--- config.mk ---
export PLATFORM = sky130hd
export DESIGN_NAME = mem_port_arbiter
export DESIGN_NICKNAME = d
export VERILOG_FILES = /design/src/rtl/mem_port_arbiter.sv
export SDC_FILE = /design/constraint.sdc
export NUM_CORES = 1
export LEC_CHECK = 0
export CELL_PAD_IN_SITES_DETAIL_PLACEMENT = 1
export CELL_PAD_IN_SITES_GLOBAL_PLACEMENT = 1
export CORE_MARGIN = 5
export CORE_UTILIZATION = 35
export CTS_BUF_LIST = sky130_fd_sc_hd__clkbuf_8
export DETAILED_ROUTE_END_ITERATION = 16
export PLACE_DENSITY_LB_ADDON = 0.1
export SYNTH_ARGS = -nofsm -noshare
export SYNTH_HDL_FRONTEND = slang
export SYNTH_SLANG_ARGS = --single-unit
--- constraint.sdc ---
create_clock -name clk -period 8.5 [get_ports clk]
set_input_delay 1.7 -clock clk [delete_from_list [all_inputs] [get_ports clk]]
set_output_delay 1.7 -clock clk [all_outputs]
set_load 0.02 [all_outputs]
--- src/rtl/mem_port_arbiter.sv ---
// Shared data-memory port arbiter for the fetch and MEM stages: data-first priority with a fetch starvation guard.
// Optional perf counters (conflictCnt, forcedCnt) exist when ARB_PERF_CNT_EN is defined.
module mem_port_arbiter #(
  parameter int unsigned MEM_LATENCY  = 1,
  parameter int unsigned STARVE_LIMIT = 4
) (
  input  logic        clk,
  input  logic        reset,
  input  logic        ifReq,
  input  logic [31:0] ifAddr,
  output logic        ifDone,
  output logic [31:0] ifRdata,
  input  logic        dReq,
  input  logic [31:0] dAddr,
  input  logic        dWe,
  input  logic [31:0] dWdata,
  input  logic [2:0]  dFunc3,
  output logic        dDone,
  output logic [31:0] dRdata,
  output logic        ifStall,
  output logic        dStall,
  output logic [31:0] memAddr,
  output logic        memWe,
  output logic [31:0] memWdata,
  output logic [2:0]  memFunc3,
`ifdef ARB_PERF_CNT_EN
  output logic [31:0] conflictCnt,
  output logic [31:0] forcedCnt,
`endif
  input  logic [31:0] memRdata
);

  localparam int unsigned LAT_W    = (MEM_LATENCY > 1) ? $clog2(MEM_LATENCY) : 1;
  localparam int unsigned STARVE_W = $clog2(STARVE_LIMIT + 1);

  typedef enum logic [1:0] {ST_IDLE, ST_ACCESS, ST_RESP} state_e;
  typedef enum logic {OWN_IF, OWN_D} owner_e;

  state_e              state_q, state_d;
  owner_e              owner_q, owner_d;
  logic [31:0]         addr_q, addr_d;
  logic [31:0]         wdata_q, wdata_d;
  logic [2:0]          func3_q, func3_d;
  logic                we_q, we_d;
  logic                mem_we_q, mem_we_d;
  logic [LAT_W-1:0]    lat_q, lat_d;
  logic [STARVE_W-1:0] starve_q, starve_d;
  logic                if_done_q, if_done_d;
  logic                d_done_q, d_done_d;
  logic [31:0]         if_rdata_q, if_rdata_d;
  logic [31:0]         d_rdata_q, d_rdata_d;
  logic                conflict, forced, grant_d, grant_if;

  always_comb begin
    state_d    = state_q;
    owner_d    = owner_q;
    addr_d     = addr_q;
    wdata_d    = wdata_q;
    func3_d    = func3_q;
    we_d       = we_q;
    mem_we_d   = 1'b0;
    lat_d      = lat_q;
    starve_d   = starve_q;
    if_done_d  = 1'b0;
    d_done_d   = 1'b0;
    if_rdata_d = if_rdata_q;
    d_rdata_d  = d_rdata_q;
    conflict   = 1'b0;
    forced     = 1'b0;
    grant_d    = 1'b0;
    grant_if   = 1'b0;
    case (state_q)
      ST_IDLE: begin
        conflict = ifReq && dReq;
        forced   = conflict && (starve_q == STARVE_W'(STARVE_LIMIT));
        grant_d  = dReq && !forced;
        grant_if = ifReq && !grant_d;
        if (grant_d) begin
          owner_d  = OWN_D;
          addr_d   = dAddr;
          wdata_d  = dWdata;
          func3_d  = dFunc3;
          we_d     = dWe;
          mem_we_d = dWe;
          if (ifReq && (starve_q != STARVE_W'(STARVE_LIMIT)))
            starve_d = starve_q + 1'b1;
        end else if (grant_if) begin
          owner_d  = OWN_IF;
          addr_d   = ifAddr;
          wdata_d  = '0;
          func3_d  = 3'b010;
          we_d     = 1'b0;
          starve_d = '0;
        end
        if (grant_d || grant_if) begin
          state_d = ST_ACCESS;
          lat_d   = LAT_W'(MEM_LATENCY - 1);
        end
      end
      ST_ACCESS: begin
        if (lat_q == '0) begin
          state_d = ST_RESP;
          if (owner_q == OWN_D) begin
            d_done_d = 1'b1;
            if (!we_q) d_rdata_d = memRdata;
          end else begin
            if_done_d  = 1'b1;
            if_rdata_d = memRdata;
          end
        end else begin
          lat_d = lat_q - 1'b1;
        end
      end
      ST_RESP: state_d = ST_IDLE;
      default: state_d = ST_IDLE;
    endcase
  end

  always_ff @(posedge clk or posedge reset) begin
    if (reset) begin
      state_q    <= ST_IDLE;
      owner_q    <= OWN_IF;
      addr_q     <= '0;
      wdata_q    <= '0;
      func3_q    <= '0;
      we_q       <= 1'b0;
      mem_we_q   <= 1'b0;
      lat_q      <= '0;
      starve_q   <= '0;
      if_done_q  <= 1'b0;
      d_done_q   <= 1'b0;
      if_rdata_q <= '0;
      d_rdata_q  <= '0;
    end else begin
      state_q    <= state_d;
      owner_q    <= owner_d;
      addr_q     <= addr_d;
      wdata_q    <= wdata_d;
      func3_q    <= func3_d;
      we_q       <= we_d;
      mem_we_q   <= mem_we_d;
      lat_q      <= lat_d;
      starve_q   <= starve_d;
      if_done_q  <= if_done_d;
      d_done_q   <= d_done_d;
      if_rdata_q <= if_rdata_d;
      d_rdata_q  <= d_rdata_d;
    end
  end

`ifdef ARB_PERF_CNT_EN
  logic [31:0] conflict_cnt_q, conflict_cnt_d;
  logic [31:0] forced_cnt_q, forced_cnt_d;

  always_comb begin
    conflict_cnt_d = conflict_cnt_q + (conflict ? 32'd1 : 32'd0);
    forced_cnt_d   = forced_cnt_q + (forced ? 32'd1 : 32'd0);
  end

  always_ff @(posedge clk or posedge reset) begin
    if (reset) begin
      conflict_cnt_q <= '0;
      forced_cnt_q   <= '0;
    end else begin
      conflict_cnt_q <= conflict_cnt_d;
      forced_cnt_q   <= forced_cnt_d;
    end
  end

  assign conflictCnt = conflict_cnt_q;
  assign forcedCnt   = forced_cnt_q;
`endif

  // memWe comes from a flop so an asynchronous reset drops it mid-access.
  assign memWe    = mem_we_q;
  assign memAddr  = addr_q;
  assign memWdata = wdata_q;
  assign memFunc3 = func3_q;
  assign ifDone   = if_done_q;
  assign dDone    = d_done_q;
  assign ifRdata  = if_rdata_q;
  assign dRdata   = d_rdata_q;
  assign ifStall  = ifReq & ~if_done_q;
  assign dStall   = dReq & ~d_done_q;

endmodule

==> flow_metrics.env, run 1 <==
export IMPL_ys_async_sr_fraction_pct=100
export IMPL_wl_per_cell_um=20.7
export IMPL_min_path_cells=1
export IMPL_routed_wl_um=20000
export IMPL_post_route_util_pct=54.2
export IMPL_peakVddDrop_mv=0.156
export IMPL_num_antenna_cells=0
export IMPL_cts_buffer_depth=2
export IMPL_grt_pass1_vias=5474
export IMPL_post_cts_repair_setup_buffers=0
export IMPL_relSlewSlack_pct=15.5
export IMPL_min_to="memWdata[2]$_DFFE_PP0P_"
export IMPL_num_io_pins=272
export IMPL_insertion_delay_ns=0.44
export IMPL_synthCells=483
export IMPL_placed_area_um2=8890
export IMPL_cts_buffers=17
export IMPL_yosys_warnings=0
export IMPL_fin_crit_sh_pct=59.4
export IMPL_path_class="input port to primary output"
export IMPL_maxCapViolCount=0
export IMPL_synth_most_common_cell="dfrtp_1"
export IMPL_period_minus_slack_ns=5.05
export IMPL_drt_pass1_iterations=4
export IMPL_synth_edf_count=0
export IMPL_path_clk_slew_ns=0.08
export IMPL_netlist_top_cells_count="dfrtp_1, nand3_1, inv_1, mux2_2, o2bb2ai_1"
export IMPL_antenna_found_initial=0
export IMPL_cts_root_buffer="clkbuf_8"
export IMPL_cts_sinks=141
export IMPL_dp_hpwl_um=13600
export IMPL_p_leak_nw=3.85
export IMPL_synthesis_nets=621
export IMPL_coreArea_um2=17200
export IMPL_setup_viol=0
export IMPL_drcViolationCount=0
export IMPL_grtUsageTotal_pct=19.8
export IMPL_grt_pass1_wl_um=31700
export IMPL_synth_flop_cell="dfrtp_1"
export IMPL_worstHoldPathType="register to register"
export IMPL_power_per_cell_area_nw_per_um2=401
export IMPL_synth_top_area_share_pct=58.2
export IMPL_yosysTopAreaCell="dfrtp_1"
export IMPL_vias_per_cell=5.20
export IMPL_slew_viol_final=0
export IMPL_start_kind="input port"
export IMPL_cts_repair_resized=0
export IMPL_htreeDepth=4
export IMPL_first_iter_violations=255
export IMPL_cts_tree="done"
export IMPL_avgSynthCellArea_um2=12.6
export IMPL_r2r_end="owner_q$_DFFE_PP0P_"
export IMPL_syn_area_um2=6060
export IMPL_grt_overflow=0
export IMPL_outcome="finished, final reports clean"
export IMPL_ys_seq_elements=141
export IMPL_seq_area_frac_synth_pct=58.2
export IMPL_vias=5043
export IMPL_setup_total_negative_slack_ns=0
export IMPL_hold_viol_final=0
export IMPL_grt_max_degree=105
export IMPL_netlist_top_cells_area="dfrtp_1, mux2_4, mux2_2"
export IMPL_place_congestion=0.766
export IMPL_end_kind="primary output"
export IMPL_drive_above_1_share_pct=14.8
export IMPL_ys_types=33
export IMPL_timing_rr_start="state_q[0]$_DFFE_PP0P_"
export IMPL_tightest_slew_ns=1.26
export IMPL_stdcell_area_um2=9300
export IMPL_worstPathArrival_ns=3.35
export IMPL_worstPathRequired_ns=6.80
export IMPL_rows=48
export IMPL_ctsHoldBuffers=0
export IMPL_nNetsFinal=870
export IMPL_r2r_slack_ns=5.35
export IMPL_finClkSkew_ns=0.0110
export IMPL_ant_nets=0
export IMPL_area_growth_syn_to_layout_pct=53.4
export IMPL_rr_worst_depth=5
export IMPL_initial_utilization_pct=35.3
export IMPL_die_area_um2=20100
export IMPL_worst_path_max_fanout=38
export IMPL_die_x_um=142
export IMPL_hold_start="memWdata[2]$_DFFE_PP0P_"
export IMPL_rsz0062_at_grt="false"
export IMPL_die_y_um=142
export IMPL_io_buffers=271
export IMPL_max_freq_mhz=198
[area by class of cell]
type / instances / area, µm²
clock inverters: 14 / 166
inverters: 37 / 144
multi-input cells: 258 / 2180
clock buffers: 18 / 248
well taps: 225 / 282
fillers: 1801 / 7870
repair buffers: 277 / 2760
flip-flops and latches: 141 / 3530
[critical path, cell delays in order]
cell and delay, ns:
clkdlybuf4s50_1 0.46, buf_4 0.36, nor2b_1 0.18, clkdlybuf4s50_1 0.61
[power by group]
group / internal, mW / leakage, nW / switching (mW)
combinational: 0.971 / 1.91 / 0.991
sequential: 0.997 / 1.73 / 0.198
clock: 0.299 / 0.212 / 0.270
[placed cells by master (no fill, tap or decap), drive strengths merged, types with 2 or more instances in the layout]
cell type,n
clkinvlp,2
o21ai,2
dfrtp,141
nand2,4
bufinv,3
clkinv,4
inv,42
o221ai,32
nor2b,5
ha,2
mux2,65
clkbuf,18
buf,6
nand4,33
clkdlybuf4s50,271
o2bb2ai,34
nand3,68
[cell families after synthesis]
| logic type | after synthesis | share of synthesized area (%) |
|---|---|---|
| buffers and inverters | 84 | 6.21 |
| DFF | 141 | 58.2 |
| and+or+nand+nor | 117 | 10.8 |
| muxes | 65 | 13.9 |
| AOI/OAI and AO/OA | 74 | 10.5 |
| adders and majority gates | 2 | 0.413 |
[how the worst max path moves through the flow]
stage / start / endpoint / slack, ns / cells past startpoint
after floorplan: reset / dDone$_DFF_PP0_ / 3.02 / 1
after global placement: dReq / dStall / 3.46 / 4
after detailed placement: dReq / dStall / 3.47 / 4
after CTS: dReq / dStall / 3.47 / 4
after global routing: dReq / dStall / 3.39 / 4
final: dReq / dStall / 3.45 / 4
[metrics by stage]
step | total power, mW | instances | setup WS, ns | hold WS, ns
6_report | 3.73 | 970 | 3.45 | 0.492
5_1_grt | 3.94 | 970 | 3.39 | 0.505
4_1_cts | 3.78 | 970 | 3.47 | 0.497
3_5_place_dp | 3.19 | 938 | 3.47 | 0.473
3_3_place_gp | 3.13 | 938 | 3.46 | 0.469
2_1_floorplan | 2.29 | 483 | 3.02 | 0.461
[per-layer routing]
layer / vias up / wire length [µm] / track usage [%]
met2: 189 / 9710 / 31.9
met4: 0 / 367 / 6.16
li1: 2279 / - / -
met3: 27 / 1320 / 5.02
met1: 2548 / 8640 / 26.3
met5: - / 0 / 0
[state kept, by name (all words and copies together) (netlist names), 2 cells and up]
signal    flops
state_q       2
dRdata       32
ifRdata      32
starve_q      3
memWdata     32
memAddr      32
memFunc3      3
(Power assumes the default switching activity.)
==> run 2: changes to the inputs <==
--- a/config.mk
+++ b/config.mk
@@ -8,7 +8,7 @@
 export CELL_PAD_IN_SITES_DETAIL_PLACEMENT = 1
 export CELL_PAD_IN_SITES_GLOBAL_PLACEMENT = 1
 export CORE_MARGIN = 5
-export CORE_UTILIZATION = 35
+export CORE_UTILIZATION = 33
 export CTS_BUF_LIST = sky130_fd_sc_hd__clkbuf_8
 export DETAILED_ROUTE_END_ITERATION = 16
 export PLACE_DENSITY_LB_ADDON = 0.1
==> constraint.sdc (replaced) <==
create_clock -name clk -period 5.27 [get_ports clk]
set_input_delay 1.054 -clock clk [delete_from_list [all_inputs] [get_ports clk]]
set_output_delay 1.054 -clock clk [all_outputs]
set_load 0.02 [all_outputs]
==> flow_metrics.env, run 2 (synthesis gave the netlist of run 1 again) <==
export IMPL_outcome="finished, final reports clean"
export IMPL_path_delay_family="simple AND/OR/NAND/NOR gates"
export IMPL_cts_repair_resized=0
export IMPL_p_comb_share_pct=53.4
export IMPL_path_clk_slew_ns=0.07
export IMPL_setup_total_negative_slack_ns=0
export IMPL_p_clk_share_pct=14.3
export IMPL_worstPathArrival_ns=3.84
export IMPL_stdcell_area_um2=9280
export IMPL_worst_path_max_fanout=35
export IMPL_rsz0062_at_grt="false"
export IMPL_placed_area_um2=8890
export IMPL_start_kind="input port"
export IMPL_htreeDepth=4
export IMPL_ctsHoldBuffers=0
export IMPL_final_common_cell="clkdlybuf4s50_1"
export IMPL_peakVddDrop_mv=0.307
export IMPL_routed_wl_um=20100
export IMPL_cts_buffers=17
export IMPL_max_freq_mhz=279
export IMPL_period_minus_slack_ns=3.59
export IMPL_rows=49
export IMPL_die_y_um=146
export IMPL_p_leak_nw=3.83
export IMPL_first_iter_violations=155
export IMPL_drt_pass1_iterations=4
export IMPL_place_congestion=0.796
export IMPL_grt_overflow=0
export IMPL_met1_length_um=8480
export IMPL_insertion_delay_ns=0.44
export IMPL_drcViolationCount=0
export IMPL_grt_pass1_vias=5601
export IMPL_dr_wl_met3_um=1380
export IMPL_area_growth_syn_to_layout_pct=53.1
export IMPL_die_area_um2=21200
export IMPL_internal_power_mw=3.57
export IMPL_nNetsFinal=870
export IMPL_wl_per_cell_um=20.6
export IMPL_setup_viol=0
export IMPL_wl_met2_um=9820
export IMPL_cts_sinks=141
export IMPL_swShare_pct=39.9
export IMPL_io_buffers=271
export IMPL_vias_per_cell=5.12
export IMPL_worstHoldPathType="register to register"
export IMPL_cp_slowest_cell="nand2_1"
export IMPL_num_io_pins=272
export IMPL_dp_hpwl_um=13700
export IMPL_final_cell_mix="clkdlybuf4s50_1, dfrtp_1, nand3_1"
export IMPL_relSlewSlack_pct=13.0
export IMPL_grt_pass1_wl_um=32400
export IMPL_initial_utilization_pct=33.6
export IMPL_fin_crit_sh_pct=68.1
export IMPL_antenna_found_initial=2
export IMPL_vias=4994
export IMPL_finClkSkew_ns=0.0171
export IMPL_grt_max_degree=117
export IMPL_worstPathRequired_ns=5.52
export IMPL_grtUsageTotal_pct=18.9
export IMPL_ant_nets=0
export IMPL_path_class="input port to register"
export IMPL_crit_buf_inv=1
export IMPL_top_layer="met4"
export IMPL_max_stage_delay_ns=1.27
export IMPL_cts_root_buffer="clkbuf_8"
export IMPL_tightest_slew_ns=1.30
export IMPL_hold_viol_final=0
export IMPL_end_kind="register"
export IMPL_die_x_um=146
export IMPL_slew_viol_final=0
export IMPL_path_cells="clkdlybuf4s50_1, nand3_2, nand2_1, o21ai_0"
export IMPL_seq_power_share_pct=32.3
export IMPL_drive_above_1_share_pct=14.9
export IMPL_switching_power_mw=2.37
export IMPL_maxCapViolCount=0
export IMPL_cts_buffer_depth=2
export IMPL_coreArea_um2=18000
export IMPL_cts_tree="done"
export IMPL_power_per_cell_area_nw_per_um2=640
export IMPL_post_cts_repair_setup_buffers=0
==> run 2: cell types whose count changed in the layout (fill, tap and decap cells not counted) <==
cell       delta
diode_2       +2
inv_6         +2
inv_1         -1
clkinv_4      +2
bufinv_16     -2
clkinv_2      -1
==> run 2: stage by stage <==
| stage | setup slack, ns | utilization, % | hold slack [ns] | power [mW] | std cells |
|---|---|---|---|---|---|
| CTS | 1.66 | 51.5 | 0.502 | 6.03 | 974 |
| detailed placement | 1.26 | 49.3 | 0.478 | 5.15 | 942 |
| global route | 1.49 | 51.5 | 0.512 | 6.29 | 976 |
| finish | 1.68 | 51.5 | 0.497 | 5.94 | 976 |
| global placement | 1.38 | 49.3 | 0.470 | 5.06 | 942 |
| floorplan | 0.435 | - | 0.461 | 3.69 | 483 |
==> run 2: area by class of cell <==
class	count	area, µm²
Inverter	37	144
Antenna cell	2	5.00
Fill cell	1871	8740
Tap cell	229	287
Multi-Input combinational cell	258	2180
Timing Repair Buffer	277	2760
Sequential cell	141	3530
Clock buffer	18	248
Clock inverter	14	133
==> run 2: final timing paths <==
| check | from | endpoint | slack, ns | cells after the start |
|---|---|---|---|---|
| max | ifReq | starve_q[1]$_DFFE_PP0P_ | 1.68 | 4 |
| min | memWdata[12]$_DFFE_PP0P_ | memWdata[12]$_DFFE_PP0P_ | 0.50 | 1 |
| max reg2reg | starve_q[0]$_DFFE_PP0P_ | starve_q[1]$_DFFE_PP0P_ | 2.29 | 5 |
| min reg2reg | memWdata[12]$_DFFE_PP0P_ | memWdata[12]$_DFFE_PP0P_ | 0.50 | 1 |
| max in group asynchronous | reset | memWdata[12]$_DFFE_PP0P_ | 3.04 | 3 |
| min in group asynchronous | reset | ifRdata[6]$_DFFE_PP0P_ | 1.24 | 2 |
==> run 2: power groups by stage <==
stage	Sequential [mW]	Clock, mW	Combinational (mW)
after floorplan	2.49	0	1.20
after global placement	1.91	0	3.15
after detailed placement	1.93	0	3.21
after CTS	1.93	0.882	3.23
after global routing	1.99	0.925	3.38
final	1.92	0.848	3.17
==> run 2: layer usage <==
metal  global-route usage, %  vias up
met5                       0        -
li1                        -     2280
met3                    6.23       26
met1                    23.7     2509
met2                    30.9      179
met4                    5.92        0
==> run 3: changes to the inputs <==
==> constraint.sdc (replaced) <==
create_clock -name clk -period 3.6 [get_ports clk]
set_input_delay 0.72 -clock clk [delete_from_list [all_inputs] [get_ports clk]]
set_output_delay 0.72 -clock clk [all_outputs]
set_load 0.02 [all_outputs]
==> flow_metrics.env, run 3 (synthesis gave the netlist of run 1 again) <==
export IMPL_dp_hpwl_um=14200
export IMPL_worstHoldPathType="register to register"
export IMPL_post_route_util_pct=52.0
export IMPL_grtUsageTotal_pct=19.3
export IMPL_setup_viol=0
export IMPL_setup_total_negative_slack_ns=0
export IMPL_start_kind="input port"
export IMPL_insertion_delay_ns=0.45
export IMPL_relSlewSlack_pct=30.8
export IMPL_finClkSkew_ns=0.0146
export IMPL_die_y_um=146
export IMPL_dr_wl_met3_um=1330
export IMPL_place_congestion=0.761
export IMPL_die_area_um2=21200
export IMPL_drcViolationCount=0
export IMPL_cts_buffers=17
export IMPL_peakVddDrop_mv=0.491
export IMPL_wl_met2_um=10200
export IMPL_slew_viol_final=0
export IMPL_die_x_um=146
export IMPL_r2r_end="memAddr[23]$_DFFE_PP0P_"
export IMPL_io_buffers=271
export IMPL_top_layer="met4"
export IMPL_cp_endpoint="ifStall"
export IMPL_startpoint="ifReq"
export IMPL_area_growth_syn_to_layout_pct=54.6
export IMPL_max_freq_mhz=349
export IMPL_antenna_found_initial=1
export IMPL_period_minus_slack_ns=2.86
export IMPL_placed_area_um2=8980
export IMPL_vias_per_cell=5.14
export IMPL_rsz0062_at_grt="false"
export IMPL_grt_max_degree=88
export IMPL_cts_root_buffer="clkbuf_8"
export IMPL_first_iter_violations=195
export IMPL_fin_crit_sh_pct=79.6
export IMPL_cts_tree="done"
export IMPL_grt_pass1_vias=5552
export IMPL_cts_sinks=141
export IMPL_ctsHoldBuffers=0
export IMPL_worstPathArrival_ns=2.14
export IMPL_num_io_pins=272
export IMPL_stdcell_area_um2=9380
export IMPL_rr_worst_depth=5
export IMPL_timing_rr_start="state_q[0]$_DFFE_PP0P_"
export IMPL_drt_pass1_iterations=4
export IMPL_initial_utilization_pct=33.6
export IMPL_tightest_slew_ns=1.04
export IMPL_ant_nets=0
export IMPL_maxCapViolCount=0
export IMPL_wl_per_cell_um=21.0
export IMPL_end_kind="primary output"
export IMPL_grt_overflow=0
export IMPL_post_cts_repair_setup_buffers=0
export IMPL_worst_path_max_fanout=7
export IMPL_path_class="input port to primary output"
export IMPL_power_per_cell_area_nw_per_um2=940
export IMPL_drive_above_1_share_pct=15.5
export IMPL_coreArea_um2=18000
export IMPL_fillers=1871
export IMPL_final_cell_mix="clkdlybuf4s50_1, dfrtp_1, nand3_1"
export IMPL_area_sequential_um2=3530
export IMPL_path_clk_slew_ns=0.08
export IMPL_nNetsFinal=875
export IMPL_cts_repair_resized=0
export IMPL_whs_ns=0.495
export IMPL_routed_wl_um=20500
export IMPL_final_common_cell="clkdlybuf4s50_1"
export IMPL_met1_length_um=8680
export IMPL_htreeDepth=4
export IMPL_r2r_slack_ns=1.54
export IMPL_p_leak_nw=3.86
export IMPL_rows=49
export IMPL_grt_pass1_wl_um=32800
export IMPL_worstPathRequired_ns=2.88
export IMPL_cts_buffer_depth=2
export IMPL_multi_input_area_um2=2180
export IMPL_vias=5031
export IMPL_hold_viol_final=0
export IMPL_outcome="finished, final reports clean"
## run 3: through the flow
stage	power, mW	std cells	worst slack (ns)
6_report	8.81	979	0.736
3_3_place_gp	7.46	947	0.724
4_1_cts	8.96	978	0.715
3_5_place_dp	7.61	947	0.725
2_1_floorplan	5.41	483	1.12
5_1_grt	9.34	979	0.651
## run 3: area by class of cell
| cell class | count | share of cell area [%] |
|---|---|---|
| Antenna cell | 1 | 0.0267 |
| Clock buffer | 17 | 2.50 |
| Clock inverter | 14 | 1.69 |
| Inverter | 37 | 1.52 |
| Multi-Input combinational cell | 258 | 23.2 |
| Sequential cell | 141 | 37.6 |
| Tap cell | 229 | 3.06 |
| Timing Repair Buffer | 282 | 30.3 |
## run 3: how the worst min path moves through the flow
| stage | start | end | slack (ns) | cells after the start |
|---|---|---|---|---|
| global route | memWdata[5]$_DFFE_PP0P_ | memWdata[5]$_DFFE_PP0P_ | 0.51 | 1 |
| floorplan | state_q[1]$_DFFE_PP0P_ | state_q[1]$_DFFE_PP0P_ | 0.46 | 1 |
| detailed placement | memWdata[29]$_DFFE_PP0P_ | memWdata[29]$_DFFE_PP0P_ | 0.48 | 1 |
| finish | memWdata[5]$_DFFE_PP0P_ | memWdata[5]$_DFFE_PP0P_ | 0.49 | 1 |
| global placement | memWdata[18]$_DFFE_PP0P_ | memWdata[18]$_DFFE_PP0P_ | 0.47 | 1 |
| CTS | memWdata[2]$_DFFE_PP0P_ | memWdata[2]$_DFFE_PP0P_ | 0.50 | 1 |
## run 3: worst max-delay path: stages
cell and delay, ns:
clkdlybuf4s50_1 0.63, nor2b_1 0.18, clkdlybuf4s50_1 0.62
## run 3: report_power, final
group          switching, mW  internal [mW]
Combinational           2.38           2.34
Sequential             0.442           2.35
Clock                  0.671          0.625
## run 3: metal layers
| metal | vias to the layer above | global-route usage (%) |
|---|---|---|
| met3 | 22 | 6.45 |
| met2 | 183 | 31.2 |
| met4 | 0 | 6.62 |
| met1 | 2540 | 24.3 |
| li1 | 2286 | - |
| met5 | - | 0 |
